### config.mk
export PLATFORM = sky130hd
export DESIGN_NAME = note_scheduler
export DESIGN_NICKNAME = d
export VERILOG_FILES = /design/src/rtl/note_scheduler.sv
export SDC_FILE = /design/constraint.sdc
export NUM_CORES = 1
export LEC_CHECK = 0
export ABC_CLOCK_PERIOD_IN_PS = 2650
export CORE_MARGIN = 8
export CORE_UTILIZATION = 53
export DETAILED_ROUTE_END_ITERATION = 8
export PLACE_DENSITY = 0.75
export SYNTH_ARGS = -nofsm -noshare
export SYNTH_HDL_FRONTEND = slang
export SYNTH_SLANG_ARGS = --single-unit
### constraint.sdc
create_clock -name clk -period 2.65 [get_ports clk]
set_input_delay 0.795 -clock clk [delete_from_list [all_inputs] [get_ports clk]]
set_output_delay 0.795 -clock clk [all_outputs]
set_load 0.02 [all_outputs]
### src/rtl/note_scheduler.sv
// Keyboard-to-tone note scheduler: detects new key bytes, queues their tone
// divisors in a small FIFO and plays each note for NOTE_LEN cycles followed by GAP_LEN silent cycles.
module note_scheduler #(
    parameter int NOTE_LEN = 25_000_000,
    parameter int GAP_LEN  = 2_500_000,
    parameter int DEPTH    = 4
) (
    input  logic        clk,
    input  logic        rst,
    input  logic [7:0]  data,
    input  logic        data_valid,
    output logic [18:0] divisor,
    output logic        tone_en,
    output logic        retrig,
    output logic        busy,
    output logic        drop
);
    localparam int               PTR_W     = $clog2(DEPTH);
    localparam logic [24:0]      NOTE_LAST = 25'(NOTE_LEN - 1);
    localparam logic [24:0]      GAP_LAST  = 25'(GAP_LEN - 1);
    localparam logic [24:0]      CNT_ONE   = 25'd1;
    localparam logic [PTR_W:0]   FULL_CNT  = (PTR_W + 1)'(DEPTH);
    localparam logic [PTR_W:0]   FCNT_ONE  = (PTR_W + 1)'(1);
    localparam logic [PTR_W-1:0] PTR_ONE   = PTR_W'(1);

    typedef enum logic [1:0] {IDLE, LOAD, PLAY, GAP} state_e;

    state_e           state_q, state_d;
    logic [24:0]      cnt_q, cnt_d;
    logic             prev_dv_q;
    logic [18:0]      div_q, div_d;
    logic             drop_q, drop_d;
    logic [18:0]      mem_q [DEPTH];
    logic [PTR_W-1:0] wr_ptr_q, wr_ptr_d, rd_ptr_q, rd_ptr_d;
    logic [PTR_W:0]   count_q, count_d;

    logic        new_byte, mapped, room, push, pop, fifo_empty;
    logic [18:0] key_div;

    // Key map: home-row letters, lowercase only.
    always_comb begin
        // NOTE: every comb output gets a default first, so no path can infer a latch.
        mapped  = 1'b1;
        key_div = '0;
        case (data)
            "a":     key_div = 19'd191110;
            "s":     key_div = 19'd170265;
            "d":     key_div = 19'd151685;
            "f":     key_div = 19'd143172;
            "g":     key_div = 19'd127551;
            "h":     key_div = 19'd113636;
            "j":     key_div = 19'd101239;
            "k":     key_div = 19'd95555;
            default: mapped = 1'b0;
        endcase
    end

    assign fifo_empty = (count_q == '0);
    assign new_byte   = data_valid & ~prev_dv_q;
    // A pop in the same cycle frees the slot the push needs.
    assign room       = (count_q != FULL_CNT) | pop;
    assign push       = new_byte & mapped & room;
    assign drop_d     = new_byte & ~(mapped & room);

    always_comb begin
        wr_ptr_d = push ? wr_ptr_q + PTR_ONE : wr_ptr_q;
        rd_ptr_d = pop  ? rd_ptr_q + PTR_ONE : rd_ptr_q;
        count_d  = count_q;
        case ({push, pop})
            2'b10:   count_d = count_q + FCNT_ONE;
            2'b01:   count_d = count_q - FCNT_ONE;
            default: count_d = count_q;
        endcase
        div_d = pop ? mem_q[rd_ptr_q] : div_q;
    end

    // State register plus the datapath registers that share its reset.
    always_ff @(posedge clk) begin
        // NOTE: sequential state uses non-blocking assignments so every register sees pre-edge values.
        if (rst) begin
            state_q   <= IDLE;
            cnt_q     <= '0;
            prev_dv_q <= 1'b1;
            div_q     <= '0;
            drop_q    <= 1'b0;
            wr_ptr_q  <= '0;
            rd_ptr_q  <= '0;
            count_q   <= '0;
        end else begin
            state_q   <= state_d;
            cnt_q     <= cnt_d;
            prev_dv_q <= data_valid;
            div_q     <= div_d;
            drop_q    <= drop_d;
            wr_ptr_q  <= wr_ptr_d;
            rd_ptr_q  <= rd_ptr_d;
            count_q   <= count_d;
        end
    end

    // NOTE: FIFO storage is not reset; emptiness is tracked by count_q alone.
    always_ff @(posedge clk) begin
        if (push) begin
            mem_q[wr_ptr_q] <= key_div;
        end
    end

    always_comb begin
        state_d = state_q;
        unique case (state_q)
            IDLE:    if (!fifo_empty) state_d = LOAD;
            LOAD:    state_d = PLAY;
            PLAY:    if (cnt_q == NOTE_LAST) state_d = GAP;
            GAP:     if (cnt_q == GAP_LAST) state_d = fifo_empty ? IDLE : LOAD;
            default: state_d = IDLE;
        endcase
    end

    // Counter restarts on every state change and idles at zero.
    assign cnt_d = ((state_d != state_q) || (state_q == IDLE)) ? '0 : cnt_q + CNT_ONE;

    always_comb begin
        tone_en = (state_q == PLAY);
        retrig  = (state_q == LOAD);
        pop     = (state_q == LOAD);
        busy    = (state_q != IDLE) || !fifo_empty;
    end

    assign divisor = div_q;
    assign drop    = drop_q;

endmodule

==> metrics.md <==
| Metric | Value |
|---|---|
| Placer congestion estimate | 0.832 |
| Placement Rows | 37 |
| WL/cell | 17.2 um |
| Reg2reg end | cnt_q[20]$_SDFF_PP0_ |
| Critical path arrival | 1.78 ns |
| # port buffers | 32 |
| Fin nets | 567 |
| Lkg Pwr | 2.38 nW |
| Worst Setup End Kind | primary output |
| Required time of the worst setup path | 1.86 ns |
| Period utilization | 0.971 |
| Startpoint of the worst register-to-register path | cnt_q[0]$_SDFF_PP0_ |
| Global-route wire length before repair | 20000 um |
| Crit path buffers/inverters | 1 |
| Syn nets | 494 |
| Minimum clock period | 2.57 ns |
| TNS Setup | 0 ns |
| Ys async rst share | 0 |
| R2r worst-path depth | 6 |
| Hold Violations, Final | 0 |
| Status | completed |
| H-tree Lvls | 4 |
| Antenna violations before repair | 1 |
| Hold path cells | 1 |
| Mapped Area | 5650 sq um |
| Residual DRC | 0 |
| Initial Utilization | 0.547 |
| Share of cells above drive strength 1 | 0.247 |
| Hold EP | cnt_q[0]$_SDFF_PP0_ |
| Hold Crit Start | cnt_q[0]$_SDFF_PP0_ |
| CTS tree | built |
| #FFs+latches synth | 126 |
| Ys Warns | 0 |
| Pwr Density | 766 nW/um^2 |
| Total power | 0.00533 W |
| Rel. slew slack | 0.380 |
| Synth cell types | 61 |
| DR iter-0 viols | 304 |
| Vias in the first global route | 3896 |
| Total of max-cap violations | 0 |
| Area growth syn-to-layout | 23.3% |
| Post-route ant nets | 0 |
| Setup repair bufs after CTS | 0 |
| Hold Path Class | reg2reg |
| Vias per cell | 5.61 |
| Top cell type's share of synthesized area | 0.383 |
| Die W | 119 um |
| CP top delay family | simple AND/OR/NAND/NOR gates |
| Worst-Margin Slew | 0.930 ns |
| All-Layer GR Usage | 0.179 |
| Die Ht | 119 um |
| Clock Tree Buf Depth | 2 |
| Finish-stage setup viols | 0 |
| R2R Setup Slk | 0.35 ns |
| Clock latency on the worst-skew pair | 0.53 ns |
| Slew Limit Fails | 0 |
| Crit path kind | reg2out |
| Synth area leaders | edfxtp_1 (38%), dfxtp_1 (19%), mux4_2 (7.2%) |
| Unrepaired setup endpoints after global routing | no |
| Post-synthesis sequential area ratio | 0.574 |
| Setup Skew | 0.00657 ns |
| Post-synth EDFFs | 72 |
| Layout Utilization | 0.674 |
| Post-Route WL | 12000 um |
| CP peak stage delay | 0.43 ns |
| Top_reg_cell synth | edfxtp_1 |
| Vias | 3920 |
| Core ar. | 10300 sq um |
| Largest net degree at the start of global routing | 26 |
| Synth Instances | 477 |
| Worst vdd ir | 0.386 mV |
| Critical Path Fanout Max | 4 |
| F_max | 389 MHz |
| Layout Cells excl Fill | 699 |
| Syn avg cell area | 11.8 sq um |
| Inst Count DP | 667 |
| Global route overflow | 0 |
| I/O pins | 34 |
| Max stage delay cell, worst path | or3_1 |
| Post-DP Area | 6400 sq um |
| Cell taking the most area after synthesis | edfxtp_1 |
| Most common cell after layout, fill and taps aside | edfxtp_1 |
| Root buffer cell | clkbuf_8 |
| Startpoint types | flop |
| Die Footprint | 14200 sq um |
| Inserted Diodes | 0 |
| Post-DP HPWL | 8170 um |
| Clock sink total | 126 |
| Most frequent cells in the layout | edfxtp_1 (72), dfxtp_1 (53), nand2_1 (49), buf_4 (42) |
| Number of CTS-inserted buffers | 17 |
| Clock-pin slew on the worst setup and hold paths | 0.06 ns |
| Initial DRT Pass Iterations | 4 |
| Crit-path cells | or3_1, nand2b_1, dlygate4sd2_1 |
| Area of all placed cells without fillers | 6960 sq um |
## logic make-up (layout without fill, tap and decap cells)
logic type / Yosys count / in the layout / share of synthesized area
and+or+nand+nor: 196 / 196 / 0.186
DFF: 126 / 126 / 0.574
AOI/OAI and AO/OA: 57 / 57 / 0.0651
buffers and inverters: 39 / 125 / 0.0337
xor gates and xnor gates: 29 / 29 / 0.0450
muxes: 23 / 23 / 0.0809
adders and majority gates: 6 / 6 / 0.0146
other: 1 / 1 / 0.000664
## worst max-delay path by stage
stage	from	endpoint	slack (ns)	cells past startpoint
finish	count_q[2]$_SDFFE_PP0P_	busy	0.08	3
global route	data[0]	count_q[2]$_SDFFE_PP0P_	0.001	8
CTS	state_q[1]$_SDFF_PP0_	tone_en	0.001	2
detailed placement	data[4]	count_q[2]$_SDFFE_PP0P_	-0.45	8
global placement	data[4]	count_q[2]$_SDFFE_PP0P_	-0.34	8
floorplan	data[4]	count_q[2]$_SDFFE_PP0P_	0.02	8
## worst register-to-register path, stage by stage, from the launching register on
cell and delay, ns:
dfxtp_1 0.36, ha_1 0.24, and4_4 0.26, and4_2 0.22, nand4_1 0.15, o2111ai_4 0.80, nor2_1 0.12
## flip-flops by register name, summed over array words and instances, names as in the netlist
name       count
count_q        3
prev_dv_q      1
drop           1
cnt_q         25
wr_ptr_q       2
divisor       18
mem_q         72
rd_ptr_q       2
state_q        2
## metrics by stage
| stage | hold WS (ns) | worst slack [ns] |
|---|---|---|
| detailed placement | 0.444 | -0.452 |
| floorplan | 0.423 | 0.0211 |
| global route | 0.473 | 0.00107 |
| global placement | 0.435 | -0.336 |
| CTS | 0.456 | 0.00147 |
| finish | 0.453 | 0.0776 |
## synth_stat cells (all sizes together) (5+ instances only)
cell / instances
a21oi: 35
and2: 6
and3: 5
buf: 11
clkbuf: 13
dfxtp: 54
edfxtp: 72
ha: 5
inv: 15
mux4: 18
nand2: 50
nand2b: 8
nand3: 12
nand4: 8
nor2: 55
nor2b: 8
nor3: 14
nor4: 6
xnor2: 17
xor2: 12
## where the power goes
group / internal, W / switching (W)
Combinational: 0.000436 / 0.000548
Sequential: 0.00214 / 0.0000548
Clock: 0.00125 / 0.000900
## routing by layer
layer | routed length (um) | part of all wire | global-route usage | vias to the layer above
li1 | - | - | - | 1859
met1 | 5220 | 0.43 | 0.216 | 1912
met2 | 5870 | 0.49 | 0.294 | 121
met3 | 669 | 0.056 | 0.0562 | 26
met4 | 240 | 0.020 | 0.0704 | 2
met5 | 13 | 0.0011 | 0 | -
## layout make-up
cell class | count | area, sq um
clock inverter | 15 | 136
timing repair buffer | 78 | 713
fill | 756 | 3360
sequential | 126 | 3240
multi-input combinational | 312 | 2230
inverter | 15 | 56.3
tap | 136 | 170
clock buffer | 17 | 414
## repair_timing
item                                    CTS  global route
cloned                                    0             0
hold buffers                              0             0
endpoints found under the setup margin    2             2
resized for setup                         2             2
(Power assumes the default switching activity.)
